==> src/rtl/sigmoid_arb_pkg.sv <==
// Shared types and constants for the sigmoid datapath arbiter.
package sigmoid_arb_pkg;

  localparam int FLOAT_W = 32;
  localparam logic [FLOAT_W-1:0] FLOAT_HALF = 32'h3F00_0000;

  typedef enum logic [1:0] {
    IDLE,
    SETTLE,
    RESP
  } arb_state_e;

endpackage

==> src/rtl/sigmoid_rr_arbiter.sv <==
// Grant selection for the sigmoid arbiter. SIGMOID_ARB_RR_EN selects round-robin
// with a last-grant pointer; otherwise fixed priority (lowest index wins).
module sigmoid_rr_arbiter #(
  parameter  int N_REQ = 4,
  localparam int ID_W  = $clog2(N_REQ)
) (
  input  logic             clk,
  input  logic             reset,
  input  logic [N_REQ-1:0] req_valid,
  input  logic             accept,
  output logic             grant_valid,
  output logic [ID_W-1:0]  grant_idx
);

`ifdef SIGMOID_ARB_RR_EN
  logic [ID_W-1:0] ptr_q, ptr_d;
  int              cand;

  // Walk offsets from farthest to nearest so the requester right after the pointer wins.
  always_comb begin
    grant_valid = 1'b0;
    grant_idx   = '0;
    cand        = 0;
    for (int k = N_REQ; k >= 1; k--) begin
      cand = (int'(ptr_q) + k) % N_REQ;
      if (req_valid[cand[ID_W-1:0]]) begin
        grant_valid = 1'b1;
        grant_idx   = cand[ID_W-1:0];
      end
    end
  end

  always_comb begin
    ptr_d = ptr_q;
    if (accept) ptr_d = grant_idx;
  end

  always_ff @(posedge clk) begin
    if (reset) ptr_q <= ID_W'(N_REQ - 1);
    else       ptr_q <= ptr_d;
  end
`else
  logic unused_ok;
  assign unused_ok = ^{clk, reset, accept};

  always_comb begin
    grant_valid = 1'b0;
    grant_idx   = '0;
    for (int k = N_REQ - 1; k >= 0; k--) begin
      if (req_valid[k[ID_W-1:0]]) begin
        grant_valid = 1'b1;
        grant_idx   = k[ID_W-1:0];
      end
    end
  end
`endif

endmodule

==> src/rtl/sigmoid_arbiter.sv <==
// Shares one combinational sigmoid datapath among N_REQ requesters, holding the
// operand for SETTLE_CYCLES before capturing the result. Policy: SIGMOID_ARB_RR_EN.
module sigmoid_arbiter
  import sigmoid_arb_pkg::*;
#(
  parameter  int N_REQ         = 4,
  parameter  int SETTLE_CYCLES = 1,
  localparam int ID_W          = $clog2(N_REQ),
  localparam int CNT_W         = $clog2(SETTLE_CYCLES + 1)
) (
  input  logic                            clk,
  input  logic                            reset,
  input  logic [N_REQ-1:0]                req_valid,
  input  logic [N_REQ-1:0][FLOAT_W-1:0]   req_x,
  output logic [N_REQ-1:0]                req_ready,
  output logic [FLOAT_W-1:0]              sig_x,
  input  logic [FLOAT_W-1:0]              sig_result,
  output logic                            rsp_valid,
  output logic [FLOAT_W-1:0]              rsp_result,
  output logic [ID_W-1:0]                 rsp_id,
  input  logic                            rsp_ready,
  output logic                            busy
);

  if (SETTLE_CYCLES < 1) begin : g_bad_settle
    $error("sigmoid_arbiter: SETTLE_CYCLES must be at least 1");
  end

  arb_state_e         state_q, state_d;
  logic [FLOAT_W-1:0] x_q, x_d;
  logic [FLOAT_W-1:0] result_q, result_d;
  logic [ID_W-1:0]    id_q, id_d;
  logic [CNT_W-1:0]   cnt_q, cnt_d;

  logic               grant_valid;
  logic [ID_W-1:0]    grant_idx;
  logic               accept;

  assign accept = (state_q == IDLE) && grant_valid;

  sigmoid_rr_arbiter #(.N_REQ(N_REQ)) u_arb (
    .clk         (clk),
    .reset       (reset),
    .req_valid   (req_valid),
    .accept      (accept),
    .grant_valid (grant_valid),
    .grant_idx   (grant_idx)
  );

  always_comb begin
    state_d  = state_q;
    x_d      = x_q;
    result_d = result_q;
    id_d     = id_q;
    cnt_d    = cnt_q;
    case (state_q)
      IDLE: begin
        if (grant_valid) begin
          x_d     = req_x[grant_idx];
          id_d    = grant_idx;
          cnt_d   = CNT_W'(SETTLE_CYCLES - 1);
          state_d = SETTLE;
        end
      end
      SETTLE: begin
        if (cnt_q != '0) begin
          cnt_d = cnt_q - 1'b1;
        end else begin
          result_d = sig_result;
          state_d  = RESP;
        end
      end
      RESP: begin
        if (rsp_ready) state_d = IDLE;
      end
      default: state_d = IDLE;
    endcase
  end

  always_ff @(posedge clk) begin
    if (reset) begin
      state_q  <= IDLE;
      x_q      <= '0;
      result_q <= '0;
      id_q     <= '0;
      cnt_q    <= '0;
    end else begin
      state_q  <= state_d;
      x_q      <= x_d;
      result_q <= result_d;
      id_q     <= id_d;
      cnt_q    <= cnt_d;
    end
  end

  // req_ready is combinational on reset so nothing is handed over while reset is held.
  always_comb begin
    req_ready = '0;
    if (accept && !reset) req_ready[grant_idx] = 1'b1;
  end

  assign sig_x      = x_q;
  assign rsp_valid  = (state_q == RESP);
  assign rsp_result = result_q;
  assign rsp_id     = id_q;
  assign busy       = (state_q != IDLE);

endmodule

==> config.mk <==
export PLATFORM = sky130hd
export DESIGN_NAME = sigmoid_arbiter
export DESIGN_NICKNAME = d
export VERILOG_FILES = /design/src/rtl/sigmoid_arb_pkg.sv /design/src/rtl/sigmoid_rr_arbiter.sv /design/src/rtl/sigmoid_arbiter.sv
export SDC_FILE = /design/constraint.sdc
export NUM_CORES = 1
export LEC_CHECK = 0
export CAP_MARGIN = 25
export CORE_AREA = 8 8 111 113
export CTS_BUF_LIST = sky130_fd_sc_hd__clkbuf_4 sky130_fd_sc_hd__clkbuf_8
export DETAILED_ROUTE_END_ITERATION = 7
export DIE_AREA = 0 0 119 121
export MAX_ROUTING_LAYER = met4
export PLACE_DENSITY = 0.81
export SYNTH_ARGS = -nofsm -noshare
export SYNTH_HDL_FRONTEND = slang
export SYNTH_SLANG_ARGS = --single-unit
==> constraint.sdc <==
create_clock -name clk -period 1.7 [get_ports clk]
set_input_delay 0.425 -clock clk [delete_from_list [all_inputs] [get_ports clk]]
set_output_delay 0.425 -clock clk [all_outputs]
set_load 0.02 [all_outputs]
---- Word level (Yosys, flattened, before mapping) ----
Index checks and enable logic that the tools add are counted.
cells by class
  magnitude comparators ................... 2
  $add $sub $neg .......................... 1
  mux-type cells .......................... 20
  equal/unequal tests ..................... 5
  bitwise logic cells ..................... 1
  reductions and logical operators ........ 11
operators with widths
  operator                                                                             count
  32-bit binary-select mux with 2-bit select                                           1
  32-bit 2-to-1 mux                                                                    1
  2-bit 2-to-1 mux                                                                     7
  1-bit 2-to-1 mux                                                                     7
  2-bit case mux with 3 select lines                                                   1
  2-bit AND reduction                                                                  3
  4-bit 2-to-1 mux                                                                     1
  2-bit inequality test, second input constant                                         2
  2-bit nonzero test                                                                   2
  1-bit logical AND                                                                    3
  2-bit by 3-bit < comparator with 1-bit output, second input constant                 1
  3-bit AND reduction                                                                  1
  1-bit demux with 2-bit select                                                        1
  2-bit by 1-bit == test with 1-bit output, second input constant                      1
  2-bit == test, second input constant                                                 1
  2-bit by 1-bit greater-or-equal comparator with 1-bit output, second input constant  1
  2-bit zero test                                                                      1
  2-bit by 1-bit inequality test with 1-bit output, second input constant              1
  1-bit case mux with 2 select lines                                                   1
  1-bit zero test                                                                      1
  1-bit inverter                                                                       1
  1-bit subtractor, second input constant                                              1
storage, ports and cells
  input bits .............................. 167
  register bits after elaboration ......... 69
  output and inout bits ................... 72

---- Logic depth before layout (Yosys ltp) ----
  word-level depth ........................ 9
  gate-level depth with buffers ........... 5

---- Modules after synthesis ----
A second synthesis with hierarchy kept.
unflattened totals
  cell total of the unflattened synthesis .. 279
  area total of the unflattened synthesis .. 3,174.3 sq um
modules (own cells, without submodules)
  module              instances  area each (sq um)  seq. area each (sq um)  cells each
  sigmoid_arbiter     1          3,139.3            1,361.3                 272
  sigmoid_rr_arbiter  1          35.0               0.0                     7

---- Worst setup path before layout ----
OpenSTA, ideal clock, no wires.
  path kind ............................... input to output
  start ................................... in req_valid[0]
  end ..................................... out req_ready[0]
  stages on the path ...................... 4
  buffers on the path ..................... 2
  arrival ................................. 1.466 ns
  slack ................................... -0.191 ns
  cells stage by stage .................... buf_2 -> clkinv_1 -> clkbuf_1 -> nor3_1
between the ends
  word-level cells in the longest chain between the ends .. 6
  elaborated cells on any way between the ends .. 10
ends and longest elaborated chain
  what                                                                                                                                                        line                      source
  start: declaration                                                                                                                                          sigmoid_arbiter.sv:13     input logic [N_REQ-1:0] req_valid,
  2-bit 2-to-1 mux                                                                                                                                            sigmoid_rr_arbiter.sv:50  if (req_valid[k[ID_W-1:0]]) begin
  2-bit by 3-bit < comparator with 1-bit output (not written as such) / 2-bit by 1-bit greater-or-equal comparator with 1-bit output (equally long branches)  sigmoid_arbiter.sv:99     if (accept && !reset) req_ready[grant_idx] = 1'b1;
  1-bit logical AND (not written as such)                                                                                                                     sigmoid_arbiter.sv:99
  1-bit 2-to-1 mux (not written as such)                                                                                                                      sigmoid_arbiter.sv:99
  1-bit demux with 2-bit select                                                                                                                               sigmoid_arbiter.sv:99
  4-bit 2-to-1 mux (*)                                                                                                                                        sigmoid_arbiter.sv:99
  end: declaration                                                                                                                                            sigmoid_arbiter.sv:15     output logic [N_REQ-1:0] req_ready,
Every way passes the cells marked *; elsewhere a longest branch is shown, timed or not.

---- Worst setup path after layout ----
  start ................................... reg state_q[1]
  end ..................................... out req_ready[1]
between the ends
  word-level cells in the longest chain between the ends .. 4
ends and longest elaborated chain
  what                      line                   source
  start: declaration        sigmoid_arbiter.sv:29  arb_state_e state_q, state_d;
  start signal: assignment  sigmoid_arbiter.sv:88  state_q <= state_d;
  2-bit zero test           sigmoid_arbiter.sv:39  assign accept = (state_q == IDLE) && grant_valid;
  1-bit logical AND         sigmoid_arbiter.sv:39
  1-bit logical AND         sigmoid_arbiter.sv:99
  4-bit 2-to-1 mux          sigmoid_arbiter.sv:99
Every way passes these cells.

==> results.cfg <==
[clock_network]
clk_latency_ps = 350
clk_pin_slew_ps = 70
cts.sinks = 68
cts_buffer_depth = 2
root_buffer = clkbuf_8
htree_levels = 3
cts_tree = built
ctsHoldBuffers = 0
numCtsBuffers = 9

[grt]
grt_first_pass_wirelength_mm = 25.7
first_global_vias = 4896
antenna_found_initial = 0
grt_max_degree = 45
grt-ovfl-total = 0
grt_use_total_pct = 22.9

[floorplan]
dieArea_sq_mm = 0.0144
core-area_sq_mm = 0.0106
initial_utilization_pct = 38.1
die_x_um = 119
dieHeight_um = 121
io_pins = 239
rows = 38

[routing]
dr.first_iter.drc_count = 335
wire_per_inst_um = 18.9
drt-vias-per-instance = 5.43
drc = 0
vias = 4753
ant_nets = 0
drt-total-wl_mm = 16.6
first_pass_iters = 4

[place]
postPlaceCellArea_sq_mm = 0.00659
hpwlAfterDp_mm = 12.7
place_inst = 857
dp_slack_ps = -635
gp_congestion = 0.850
numPortBuffers = 238

[timing]
whs_ps = 452
layout_min_cycle_time_ps = 1700
hold_viol = 0
relSlewSlack_pct = 62.7
rsz0062_at_grt = yes
max_freq_mhz = 589
tns_ps = 0
worstMarginPinSlew_ps = 560
period_share_pct = 99.9
clock_skew_ps = 7.72
fin_ws_ps = 1.34
setup_viol = 0
drv_slew = 0

[worst_setup_path]
cp_max_fo = 3
worstRegToRegCells = 4
path_cells = nor2_4 > inv_2 > nor2_4 > and3_4 > buf_6
critPathCaptureType = output port
critical_path.most_common_cell = nor2_4
path_class = flip-flop to output port
rr_endpoint = sig_x[22]
r2r_start = state_q[1]
worstPathArrival_ps = 1270
cp_top_family = simple AND/OR/NAND/NOR gates
cp_slowest_cell = dfxtp_4
worst-path-stages = 5
max_stage_delay_ps = 360
critPathBufInv = 2
worst-r2r-setup-slack_ps = 250
cp.required_ps = 1270
cp-start-kind = flip-flop

[yosys]
synth_nets = 671
synth_cell_type_count = 26
yosysWarningCount = 0
ys_seq_area_share_pct = 33.7
avgSynthCellArea_sq_um = 8.02
netlist_area_sq_mm = 0.00404
ys_ff_latch = 68
post_synth_inst_count = 504

[layout]
fill_cells = 887
final_common_cell = clkdlybuf4s50_1
finish.utilization_pct = 64.7
antenna_cells = 0
final_area_sq_mm = 0.00686
nets = 899
final_cell_mix = 161 x clkdlybuf4s50_1, 70 x a21oi_1, 67 x dlygate4sd2_1
final_cells = 876
syn_to_final_growth_pct = 69.7
drive_above_1_share_pct = 14.4

[worst_hold_path]
hold_depth = 2
worstHoldStart = rsp_result[17]
hold_path_class = flip-flop to flip-flop
hold_path_end = rsp_result[17]

[power_and_ir_drop]
power_leakage_nw = 2.80
worst_ir_drop_vdd_v = 0.000384
power_mw = 5.27
powerDensity_mw_per_mm2 = 768

[run_status]
status = complete, no violations

[run]
cap_violations = 0
layer usage:
layer | wire length [um] | global-route usage, %
met5 | 0 | -
met2 | 7850 | 38.1
met3 | 1380 | 7.12
met1 | 7030 | 25.2
met4 | 325 | 8.85
report_power, final:
part / leakage, nW / internal, mW / total [mW] / switching (mW)
sequential: 0.562 / 1.77 / 1.87 / 0.106
combinational: 2.12 / 0.872 / 1.77 / 0.894
clock: 0.122 / 1.00 / 1.63 / 0.627
cell type report:
type / instances / area [sq um] / share of cell area, %
sequential: 68 / 1370 / 19.9
multi-input combinational: 377 / 2470 / 36.0
tap: 140 / 175 / 2.55
clock buffer: 10 / 138 / 2.01
clock inverter: 5 / 100 / 1.46
timing repair buffer: 274 / 2610 / 38.0
inverter: 2 / 7.51 / 0.109
worst min-delay path: cells and delay by family, from the launching register on:
kind / cells / cell delay (ps)
AOI/OAI and AO/OA: 1 / 50
and+or+nand+nor: 1 / 50
DFF: 1 / 310
cell usage after synthesis:
master / instances / area, sq um
and3_1: 3 / 18.8
dfxtp_1: 68 / 1360
nand3b_1: 32 / 240
o2bb2ai_1: 32 / 280
nand2b_1: 2 / 12.5
buf_1: 2 / 7.51
or4_1: 1 / 7.51
a311oi_1: 32 / 280
o21ai_0: 29 / 145
o2111ai_1: 1 / 8.76
buf_2: 17 / 85.1
clkbuf_1: 35 / 131
inv_1: 1 / 3.75
nand2_1: 64 / 240
nor2_2: 1 / 6.26
nor2_1: 5 / 18.8
a21oi_1: 70 / 350
and3b_1: 32 / 280
nor3_1: 3 / 15.0
clkinv_1: 1 / 3.75
o21ai_1: 4 / 20.0
or2_2: 1 / 6.26
buf_6: 3 / 33.8
nor2b_1: 35 / 219
nor4_2: 1 / 12.5
a21oi_2: 29 / 254
state kept, by name (all words and copies together), names as in the netlist:
| register | flops |
|---|---|
| rsp_result | 32 |
| rsp_id | 2 |
| sig_x | 32 |
| state_q | 2 |
cell families after synthesis:
| group | count (synthesis) | share of synthesized area (%) |
|---|---|---|
| AO/OA/AOI/OAI | 197 | 33.1 |
| buffers and inverters | 59 | 6.56 |
| flip-flops | 68 | 33.7 |
| AND/OR/NAND/NOR | 180 | 26.6 |
worst max-delay path by stage:
stage,from,to,slack [ps]
CTS,state_q[0],req_ready[1],-20
finish,state_q[1],req_ready[1],1
detailed placement,req_valid[2],req_ready[3],-630
floorplan,req_valid[0],req_ready[0],-40
global route,state_q[0],req_ready[1],-60
global placement,req_valid[2],req_ready[3],-650
timing repair:
action,4_1_cts,5_1_grt
gates resized for setup,112,6
endpoints found under the setup margin,105,8
gates cloned,1,0
pin swaps,4,3
buffers inserted,3,0
(Power assumes the default switching activity.)
==> RTL edit (same flow settings) <==
The option `SIGMOID_ARB_RR_EN` is turned on by a define.
--- a/src/rtl/sigmoid_rr_arbiter.sv
+++ b/src/rtl/sigmoid_rr_arbiter.sv
@@ -1,5 +1,7 @@
 // Grant selection for the sigmoid arbiter. SIGMOID_ARB_RR_EN selects round-robin
 // with a last-grant pointer; otherwise fixed priority (lowest index wins).
+`define SIGMOID_ARB_RR_EN
+
 module sigmoid_rr_arbiter #(
   parameter  int N_REQ = 4,
   localparam int ID_W  = $clog2(N_REQ)
Function: changed (a bounded check fails within 4 cycles, from zero or initial values and one cycle with reset high).
==> RTL edit against the original RTL <==
The run now ends with setup timing left; count of clock-buffer cells in the layout rose by 2; sequential share of layout area up 0.19 points; setup slack lost 430 ps; synthesized cell count fell by 16%; routed wire length fell by 4.6%; power grew 11%; design area increased by 2.0%; register-to-register slack got worse by 670 ps; first-iteration DRC count is 12% lower; sequential cell count grew 2; synthesized area shrank 9.4%; largest cell class unchanged; highest routed layer unchanged.
==> RTL edit: results <==
set metrics [dict create \
    outcome "finished with violations" \
    failed_checks "setup timing" \
    dp_slack_ps -1070 \
    gr-usage-met1_pct 23.0 \
    timing.critical_path.slowest_cell_delay_ps 400 \
    p_clk_share_pct 22.2 \
    synth.distinct_cells 34 \
    timing.critical_path.fanout_max 7 \
    power.internal_mw 3.82 \
    reg2reg_depth 9 \
    via_count_of_the_first_global_routing_pass 4678 \
    place_congestion 0.810 \
    grt_start_max_net_pins 53 \
    drt_iter0_markers 295 \
    setup.worst_path.end "sig_x[28]$_SDFFE_PP0P_" \
    setup_viol 36 \
    ff_latch_area_sq_mm 0.00141 \
    synth_seq_area_share_pct 38.3 \
    synthesized_area_fraction_occupied_by_ao_oa_aoi_and_oai_cells_pct 21.8 \
    peakVddDrop_v 0.000395 \
    hold_path.startpoint "rsp_id[1]$_SDFFE_PP0P_" \
    ys_top_cells_by_count "sky130_fd_sc_hd__dfxtp_1 (70), sky130_fd_sc_hd__nand2_1 (70), sky130_fd_sc_hd__nand3_1 (40)" \
    final_layout_size_suffix_gt1_share_pct 20.7 \
    power.share.sequential_pct 33.7 \
    combinationalPower_mw 2.59 \
    globalRouteTotalUtil_pct 21.9 \
    post_dp_cell_area_sq_mm 0.00636 \
    place.detailed.hpwl_um 11600 \
    dominant_delay_contributor_by_cell_family_on_the_critical_path "compound AO/OA/AOI/OAI gates" \
    synth.mux.area_fraction_pct 16.1 \
    design.final.nets 853 \
    final-instance-count-excl-fill 831 \
    fillers 842 \
    maxSlewHeadroom_pct 63.2 \
    yosys-top-cells-area "sky130_fd_sc_hd__dfxtp_1 (38%), sky130_fd_sc_hd__mux2i_1 (9.0%), sky130_fd_sc_hd__a211oi_1 (7.4%)" \
    cp_data_arrival_time_ps 2360 \
    wl_um 15800 \
    post-route-worst-setup-slack_ps -424 \
    power.leakage_nw 3.06 \
    clkSlewWorstSetupHoldPaths_ps 80 \
    fin_tns_setup_ps -8150 \
    placed_cells 797 \
    clock_skew_ps 11.4 \
    vias_per_cell 5.15 \
    synthesis.instances 424 \
    finalHoldWorstSlack_ps 452 \
    met2_usage_pct 37.7 \
    whs_endpoint "rsp_id[1]$_SDFFE_PP0P_" \
]
-- RTL edit: cell types whose count changed after synthesis, sizes merged, moves of 32 or more --
cell	before	now
a21oi	99	35
o21ai	33	1
a211oi	0	36
nor2b	35	3
nand3	0	40
and3b	32	0
mux2i	0	33
a311oi	32	0
o2bb2ai	32	0
-- RTL edit: area by class of cell --
cell class,instances,share of cell area [%]
multi-input cells,302,32.9
flip-flops and latches,70,20.1
inverters,14,0.751
clock buffers,12,2.27
well taps,140,2.50
repair buffers,289,41.0
clock inverters,4,0.429
-- RTL edit: cells by family after synthesis --
logic type	Yosys count
compound gates	110
mux	53
simple gates	139
flops	70
buf+inv	52
-- RTL edit: what timing repair did --
action	CTS	global route
setup buffers	14	5
gates cloned	4	0
setup endpoints to repair	106	38
pin swaps	11	4
resized for setup	153	16
-- RTL edit: metal layers --
metal | up-vias | part of all wire [%]
met5 | - | 0
met2 | 183 | 50
met3 | 27 | 8.0
met4 | 0 | 2.4
met1 | 2030 | 40
li1 | 2043 | -
